===== src/rtl/snappy_pkg.sv =====
// Shared Snappy decompressor types: tag codes, slice geometry and the decoded command.
// Included by the token-slice parser, its interface and the bench-facing top.
package snappy_pkg;

    localparam int SLICE_BYTES = 18;
    localparam int POS_BITS    = 16;
    localparam int ADDR_W      = 17;
    localparam int DATA_W      = SLICE_BYTES * 8;
    localparam int LEN_W       = 17;
    localparam int OFF_W       = 16;

    localparam logic [1:0] LIT = 2'b00;
    localparam logic [1:0] CP1 = 2'b01;
    localparam logic [1:0] CP2 = 2'b10;
    localparam logic [1:0] CP4 = 2'b11;

    // Literal length codes at and above 60 carry the length in trailing bytes.
    localparam logic [5:0] LIT_EXT1 = 6'd60;
    localparam logic [5:0] LIT_EXT2 = 6'd61;
    localparam logic [5:0] LIT_EXT3 = 6'd62;
    localparam logic [5:0] LIT_EXT4 = 6'd63;

    typedef struct packed {
        logic              is_copy;
        logic [LEN_W-1:0]  len;
        logic [OFF_W-1:0]  offset;
        logic [ADDR_W-1:0] addr;
        logic              lit_slice;
    } token_t;

    // Byte 0 sits in the most significant lane of the slice.
    function automatic logic [7:0] slice_byte(input logic [DATA_W-1:0] data,
                                              input logic [4:0]        idx);
        logic [DATA_W-1:0] w_sh;
        w_sh = data << (8 * idx);
        return w_sh[DATA_W-1 -: 8];
    endfunction

endpackage


===== src/rtl/token_slice_parser_if.sv =====
// Token-queue pop side and command-dispatch side of the slice parser.
// master = parser, slave = queue/dispatcher environment.
interface token_slice_parser_if;
    import snappy_pkg::*;

    logic [DATA_W-1:0]   data_in;
    logic [POS_BITS-1:0] position_in;
    logic [ADDR_W-1:0]   address_in;
    logic [2:0]          garbage_in;
    logic                lit_flag_in;
    logic                valid_in;
    logic                rdreq;
    logic                tok_valid;
    logic                tok_ready;
    logic                tok_is_copy;
    logic [LEN_W-1:0]    tok_len;
    logic [OFF_W-1:0]    tok_offset;
    logic [ADDR_W-1:0]   tok_addr;
    logic                tok_lit_slice;
    logic                err;

    modport master (
        input  data_in, position_in, address_in, garbage_in, lit_flag_in, valid_in, tok_ready,
        output rdreq, tok_valid, tok_is_copy, tok_len, tok_offset, tok_addr, tok_lit_slice, err
    );

    modport slave (
        output data_in, position_in, address_in, garbage_in, lit_flag_in, valid_in, tok_ready,
        input  rdreq, tok_valid, tok_is_copy, tok_len, tok_offset, tok_addr, tok_lit_slice, err
    );

endinterface


===== src/rtl/token_slice_parser_lowest_bit_enc.sv =====
// Combinational priority encoder: index of the lowest set bit of a 16-bit mask.
// o_any is low when the mask is empty (o_idx is then 0).
module lowest_bit_enc (
    input  logic [15:0] i_mask,
    output logic [3:0]  o_idx,
    output logic        o_any
);

    always_comb begin
        o_idx = '0;
        o_any = |i_mask;
        for (int i = 15; i >= 0; i--) begin
            if (i_mask[i]) o_idx = 4'(i);
        end
    end

endmodule


===== src/rtl/token_slice_parser.sv =====
// Snappy second-level parser: pops 18-byte slices, emits one decoded literal/copy per cycle.
// Slice-to-first-token latency 2 cycles; a stalled output register stalls the scan and the pop.
module token_slice_parser
    import snappy_pkg::*;
(
    input  logic                 clk,
    input  logic                 rst,
    token_slice_parser_if.master bus
);

    typedef enum logic {HOLD_EMPTY, SCAN} state_t;

    state_t              r_state, w_state_nxt;
    logic [DATA_W-1:0]   r_data;
    logic [POS_BITS-1:0] r_mask;
    logic [ADDR_W-1:0]   r_addr;
    logic                r_lit;
    token_t              r_tok;
    logic                r_tok_vld;
    logic                r_err;

    logic [3:0]          w_idx;
    logic                w_any;
    logic                w_out_free;
    logic                w_take;
    logic                w_rdreq;
    logic                w_supported;
    logic [POS_BITS-1:0] w_mask_clr;
    logic [POS_BITS-1:0] w_cap_mask;
    logic [7:0]          w_tag, w_b1, w_b2;
    logic [5:0]          w_code;
    token_t              w_tok;

    lowest_bit_enc u_lsb (
        .i_mask (r_mask),
        .o_idx  (w_idx),
        .o_any  (w_any)
    );

    assign w_out_free = !r_tok_vld || bus.tok_ready;
    assign w_mask_clr = r_mask & ~(16'(1) << w_idx);
    assign w_cap_mask = bus.position_in & ~((16'(1) << bus.garbage_in) - 16'(1));
    assign w_tag      = slice_byte(r_data, {1'b0, w_idx});
    assign w_b1       = slice_byte(r_data, {1'b0, w_idx} + 5'd1);
    assign w_b2       = slice_byte(r_data, {1'b0, w_idx} + 5'd2);
    assign w_code     = w_tag[7:2];

    always_comb begin
        w_tok           = '0;
        w_supported     = 1'b1;
        w_tok.addr      = r_addr + ADDR_W'(w_idx);
        w_tok.lit_slice = r_lit;
        case (w_tag[1:0])
            LIT: begin
                if (w_code < LIT_EXT1)       w_tok.len = LEN_W'(w_code) + 17'd1;
                else if (w_code == LIT_EXT1) w_tok.len = LEN_W'(w_b1) + 17'd1;
                else if (w_code == LIT_EXT2) w_tok.len = LEN_W'({w_b2, w_b1}) + 17'd1;
                else                         w_supported = 1'b0;
            end
            CP1: begin
                w_tok.is_copy = 1'b1;
                w_tok.len     = LEN_W'(w_tag[4:2]) + 17'd4;
                w_tok.offset  = {5'd0, w_tag[7:5], w_b1};
            end
            CP2: begin
                w_tok.is_copy = 1'b1;
                w_tok.len     = LEN_W'(w_code) + 17'd1;
                w_tok.offset  = {w_b2, w_b1};
            end
            default: w_supported = 1'b0;
        endcase
    end

    always_ff @(posedge clk or posedge rst) begin
        if (rst) r_state <= HOLD_EMPTY;
        else     r_state <= w_state_nxt;
    end

    // A slice retires in the cycle its last header is taken; the next one may pop in that same cycle.
    always_comb begin
        w_state_nxt = r_state;
        w_rdreq     = 1'b0;
        w_take      = 1'b0;
        case (r_state)
            HOLD_EMPTY: begin
                if (bus.valid_in) begin
                    w_rdreq     = 1'b1;
                    w_state_nxt = SCAN;
                end
            end
            SCAN: begin
                w_take = w_any && w_out_free;
                if (!w_any || (w_take && w_mask_clr == '0)) begin
                    if (bus.valid_in) w_rdreq     = 1'b1;
                    else              w_state_nxt = HOLD_EMPTY;
                end
            end
            default: w_state_nxt = HOLD_EMPTY;
        endcase
    end

    always_ff @(posedge clk or posedge rst) begin
        if (rst) begin
            r_data    <= '0;
            r_mask    <= '0;
            r_addr    <= '0;
            r_lit     <= 1'b0;
            r_tok     <= '0;
            r_tok_vld <= 1'b0;
            r_err     <= 1'b0;
        end else begin
            if (w_rdreq) begin
                r_data <= bus.data_in;
                r_mask <= w_cap_mask;
                r_addr <= bus.address_in;
                r_lit  <= bus.lit_flag_in;
            end else if (w_take) begin
                r_mask <= w_mask_clr;
            end
            if (w_take && w_supported) begin
                r_tok     <= w_tok;
                r_tok_vld <= 1'b1;
            end else if (bus.tok_ready) begin
                r_tok_vld <= 1'b0;
            end
            if (w_take && !w_supported) r_err <= 1'b1;
        end
    end

    assign bus.rdreq         = w_rdreq && !rst;
    assign bus.tok_valid     = r_tok_vld;
    assign bus.tok_is_copy   = r_tok.is_copy;
    assign bus.tok_len       = r_tok.len;
    assign bus.tok_offset    = r_tok.offset;
    assign bus.tok_addr      = r_tok.addr;
    assign bus.tok_lit_slice = r_tok.lit_slice;
    assign bus.err           = r_err;

endmodule


===== src/flat_wrapper.sv =====
// flat-port wrapper written by rule: the top's interface ports become plain ports
module token_slice_parser_flat import snappy_pkg::*;
  (clk, rst, bus_data_in, bus_position_in, bus_address_in, bus_garbage_in, bus_lit_flag_in, bus_valid_in, bus_tok_ready, bus_rdreq, bus_tok_valid, bus_tok_is_copy, bus_tok_len, bus_tok_offset, bus_tok_addr, bus_tok_lit_slice, bus_err);
  token_slice_parser_if bus_i ();
  input  logic clk;
  input  logic rst;
  input wire logic [$bits(bus_i.data_in)-1:0] bus_data_in;
  input wire logic [$bits(bus_i.position_in)-1:0] bus_position_in;
  input wire logic [$bits(bus_i.address_in)-1:0] bus_address_in;
  input wire logic [$bits(bus_i.garbage_in)-1:0] bus_garbage_in;
  input wire logic [$bits(bus_i.lit_flag_in)-1:0] bus_lit_flag_in;
  input wire logic [$bits(bus_i.valid_in)-1:0] bus_valid_in;
  input wire logic [$bits(bus_i.tok_ready)-1:0] bus_tok_ready;
  output wire logic [$bits(bus_i.rdreq)-1:0] bus_rdreq;
  output wire logic [$bits(bus_i.tok_valid)-1:0] bus_tok_valid;
  output wire logic [$bits(bus_i.tok_is_copy)-1:0] bus_tok_is_copy;
  output wire logic [$bits(bus_i.tok_len)-1:0] bus_tok_len;
  output wire logic [$bits(bus_i.tok_offset)-1:0] bus_tok_offset;
  output wire logic [$bits(bus_i.tok_addr)-1:0] bus_tok_addr;
  output wire logic [$bits(bus_i.tok_lit_slice)-1:0] bus_tok_lit_slice;
  output wire logic [$bits(bus_i.err)-1:0] bus_err;
  assign bus_i.data_in = bus_data_in;
  assign bus_i.position_in = bus_position_in;
  assign bus_i.address_in = bus_address_in;
  assign bus_i.garbage_in = bus_garbage_in;
  assign bus_i.lit_flag_in = bus_lit_flag_in;
  assign bus_i.valid_in = bus_valid_in;
  assign bus_i.tok_ready = bus_tok_ready;
  assign bus_rdreq = bus_i.rdreq;
  assign bus_tok_valid = bus_i.tok_valid;
  assign bus_tok_is_copy = bus_i.tok_is_copy;
  assign bus_tok_len = bus_i.tok_len;
  assign bus_tok_offset = bus_i.tok_offset;
  assign bus_tok_addr = bus_i.tok_addr;
  assign bus_tok_lit_slice = bus_i.tok_lit_slice;
  assign bus_err = bus_i.err;
  token_slice_parser u_core (.clk(clk), .rst(rst), .bus(bus_i));
endmodule

===== config.mk =====
export PLATFORM = sky130hd
export DESIGN_NAME = token_slice_parser_flat
export DESIGN_NICKNAME = d
export VERILOG_FILES = /design/src/rtl/snappy_pkg.sv /design/src/rtl/token_slice_parser_if.sv /design/src/rtl/token_slice_parser_lowest_bit_enc.sv /design/src/rtl/token_slice_parser.sv /design/src/flat_wrapper.sv
export SDC_FILE = /design/constraint.sdc
export NUM_CORES = 1
export LEC_CHECK = 0
export CORE_ASPECT_RATIO = 2
export CORE_MARGIN = 5
export CORE_UTILIZATION = 55
export CTS_CLUSTER_SIZE = 30
export DETAILED_ROUTE_END_ITERATION = 6
export GPL_TIMING_DRIVEN = 0
export MAX_ROUTING_LAYER = met4
export PLACE_DENSITY = 0.87
export SETUP_SLACK_MARGIN = 0.1
export SKIP_LAST_GASP = 1
export SLEW_MARGIN = 15
export SYNTH_ARGS = -nofsm -noshare
export SYNTH_HDL_FRONTEND = slang
export SYNTH_SLANG_ARGS = --single-unit

===== constraint.sdc =====
create_clock -name clk -period 10.3 [get_ports clk]
set_input_delay 2.06 -clock clk [delete_from_list [all_inputs] [get_ports clk]]
set_output_delay 2.06 -clock clk [all_outputs]
set_load 0.02 [all_outputs]

==> impl_metrics.env <==
export IMPL_status="finished clean"
export IMPL_post_drt_wl_per_cell_um=31.6
export IMPL_ios=240
export IMPL_cts_hold_buf=0
export IMPL_grt_max_degree=122
export IMPL_syn_area_mm2=0.0144
export IMPL_cp_startpoint="u_core.r_mask[14]"
export IMPL_antenna_cells=0
export IMPL_drc_errors=0
export IMPL_cp_max_fo=14
export IMPL_drv_slew=0
export IMPL_setup_worst_path_class="reg -> out"
export IMPL_async_reset_ff_share_pct=100
export IMPL_cts_post_setup_buffers_inserted=0
export IMPL_max_freq_mhz=110
export IMPL_r2r_cells=18
export IMPL_start_util_pct=55.3
export IMPL_drive_gt1_share_pct=12.8
export IMPL_dp_slack_ns=1.93
export IMPL_worstPathRequired_ns=8.24
export IMPL_syn_inst=1335
export IMPL_synth_flop_cell="dfrtp_1"
export IMPL_gp_congestion=1.10
export IMPL_synth_seq_area_share_pct=40.4
export IMPL_maxCapViolCount=0
export IMPL_synth_net_count=1542
export IMPL_initialDrtViolationCount=1792
export IMPL_synthDistinctLibCells=84
export IMPL_synth_edf_count=0
export IMPL_hpwl_mm=46.9
export IMPL_ant_nets=0
export IMPL_numPortBuffers=238
export IMPL_clk_path_buf_depth=3
export IMPL_rsz0062_at_grt="false"
export IMPL_track_usage_pct=41.7
export IMPL_clock_root_buffer="clkbuf_16"
export IMPL_relSlewSlack_pct=24.6
export IMPL_ys_seq_elements=233
export IMPL_die_w_um=125
export IMPL_clk_pin_slew_ns=0.08
export IMPL_grt_pass1_vias=14000
export IMPL_fin_crit_ns=9.09
export IMPL_syn_to_final_growth_pct=24.3
export IMPL_hold_path_class="reg -> reg"
export IMPL_fin_crit_sh_pct=88.3
export IMPL_r2r_end="u_core.bus.tok_len[5]"
export IMPL_cp_data_arrival_time_ns=7.03
export IMPL_hold_viol_final=0
export IMPL_worst_pin_slew_ns=1.13
export IMPL_fin_skew_ns=0.0265
export IMPL_antenna_found_initial=0
export IMPL_cts_num_sinks=233
export IMPL_r2r_start="u_core.r_mask[14]"
export IMPL_setup_viol=0
export IMPL_critPathLaunchType="flip-flop"
export IMPL_cts_resized=0
export IMPL_final_core_util_pct=68.8
export IMPL_cp_end_kind="output pin"
export IMPL_cts_tree="done"
export IMPL_grt_pass1_wl_mm=90.1
export IMPL_die_area_mm2=0.0298
export IMPL_cts_buffers=21
export IMPL_endpoint="bus_rdreq"
export IMPL_avgSynthCellArea_um2=10.8
export IMPL_clock_latency_ns=0.54
export IMPL_finalWorstSetupSlack_ns=1.21
export IMPL_core_mm2=0.0261
export IMPL_overflow=0
export IMPL_htreeDepth=1
export IMPL_r2r_setup_slack_ns=2.21
export IMPL_setup_tns_ns=0
export IMPL_vias=13400
export IMPL_rows=84
export IMPL_via_per_inst=6.87
export IMPL_yosys_warnings=0
export IMPL_drt_total_wl_mm=61.7
export IMPL_num_nets_final=1804
export IMPL_drt_first_pass_iters=6
export IMPL_fp_dieH_um=239
## worst max-delay path: stages, from the launching register on
cell and delay [ns]:
dfrtp_1 0.50, nor2_1 0.08, o31a_1 0.24, o21ai_1 0.53
buf_2 0.42, buf_1 0.67, clkbuf_1 0.88, ha_1 0.43
ha_1 0.28, inv_1 0.11, a21oi_1 0.17, a21oi_1 0.08
o22a_1 0.27, o41ai_4 0.48, nand2_1 0.29, clkbuf_1 0.29
nor2_1 0.13, clkdlybuf4s50_1 0.62
## logic make-up (layout without fill, tap and decap cells)
family | after synthesis | in the layout | synth area share, %
adder cells (fa/ha/maj) | 22 | 22 | 1.96
AND/OR/NAND/NOR | 372 | 372 | 12.4
XOR/XNOR | 31 | 31 | 1.88
AO/OA/AOI/OAI | 296 | 296 | 14.7
flip-flops | 233 | 233 | 40.4
multiplexers | 265 | 265 | 24.2
buffers and inverters | 116 | 391 | 4.49
## layout make-up
| type | instances | area [um2] |
|---|---|---|
| repair buffers | 239 | 2410 |
| clock buffers | 30 | 599 |
| fillers | 1905 | 8140 |
| flip-flops and latches | 233 | 5830 |
| clock inverters | 6 | 58.8 |
| inverters | 22 | 91.3 |
| well taps | 344 | 430 |
| plain buffers | 94 | 563 |
| multi-input cells | 986 | 7940 |
## registers in the layout, summed over array words and instances (netlist names)
register and cells:
u_core.bus.err 1, u_core.bus.tok_addr 17, u_core.bus.tok_is_copy 1, u_core.bus.tok_len 17
u_core.bus.tok_lit_slice 1, u_core.bus.tok_offset 16, u_core.bus.tok_valid 1, u_core.r_addr 17
u_core.r_data 144, u_core.r_lit 1, u_core.r_mask 16, u_core.r_state 1
## routing by layer
metal  routed length, um  track usage, %
met1               20900            45.5
met2               29800            67.8
met3                5370            8.39
met4                5620            30.1
met5                   0               -
## cell usage in the layout (no fill, tap or decap), types with 16 or more instances in the layout
| cell type | Yosys | routed |
|---|---|---|
| mux2_2 | 46 | 46 |
| inv_1 | 18 | 17 |
| clkdlybuf4s50_1 | 0 | 238 |
| mux2i_1 | 40 | 40 |
| nor3_1 | 17 | 17 |
| dfrtp_1 | 233 | 233 |
| a21oi_1 | 37 | 37 |
| ha_1 | 21 | 21 |
| xnor2_1 | 16 | 16 |
| o211ai_1 | 28 | 28 |
| nand2_1 | 153 | 153 |
| a31oi_1 | 20 | 20 |
| buf_6 | 19 | 19 |
| o21ai_0 | 40 | 40 |
| clkbuf_1 | 31 | 36 |
| mux2_1 | 130 | 130 |
| mux4_2 | 49 | 49 |
| clkbuf_16 | 0 | 21 |
| nand3_1 | 62 | 62 |
| o21ai_1 | 39 | 39 |
| nor2_1 | 46 | 46 |
| buf_2 | 24 | 24 |
| and3_1 | 16 | 16 |
## cell usage after synthesis (5+ instances only)
cell type / count / area [um2]
buf_4: 10 / 75.1
o21ai_0: 40 / 200
and2_1: 12 / 75.1
mux2_1: 130 / 1460
nor3_1: 17 / 85.1
mux2i_1: 40 / 400
o21ai_1: 39 / 195
nor4_1: 10 / 62.6
o21a_1: 9 / 67.6
buf_1: 10 / 37.5
a32oi_1: 7 / 61.3
a22o_1: 10 / 87.6
clkbuf_1: 31 / 116
nand2_1: 153 / 574
nor2_1: 46 / 173
nor2b_1: 11 / 68.8
a211oi_1: 12 / 90.1
mux2_2: 46 / 518
a22oi_1: 15 / 113
inv_1: 18 / 67.6
and3_1: 16 / 100
nand3_1: 62 / 310
nand4_1: 10 / 62.6
nand2b_1: 9 / 56.3
xnor2_1: 16 / 140
xor2_1: 15 / 131
a21o_1: 5 / 37.5
o31ai_1: 15 / 113
a21oi_1: 37 / 185
buf_2: 24 / 120
dfrtp_1: 233 / 5830
buf_6: 19 / 214
o211ai_1: 28 / 210
a221oi_1: 7 / 61.3
a31oi_1: 20 / 125
ha_1: 21 / 263
mux4_2: 49 / 1100
## how the worst min path moves through the flow
stage	slack (ns)	cells past startpoint	to	startpoint
4_1_cts	0.49	2	u_core.bus.tok_addr[6]	u_core.bus.tok_addr[6]
3_3_place_gp	0.46	1	u_core.bus.tok_lit_slice	u_core.r_lit
6_report	0.49	2	u_core.bus.tok_addr[16]	u_core.bus.tok_addr[16]
3_5_place_dp	0.47	2	u_core.bus.tok_addr[6]	u_core.bus.tok_addr[6]
5_1_grt	0.51	2	u_core.bus.tok_addr[16]	u_core.bus.tok_addr[16]
2_1_floorplan	0.45	1	u_core.bus.tok_lit_slice	u_core.r_lit
## per-stage QoR
stage	cell area [um2]	std cells	hold slack, ns
after floorplan	14400	1335	0.452
after global placement	17200	1917	0.463
after detailed placement	17300	1918	0.474
after CTS	17900	1954	0.489
after global routing	17900	1954	0.509
final	17900	1954	0.490
Power is not shown: default switching activity piles up to over one toggle a cycle in this logic, so the estimate is an artifact.
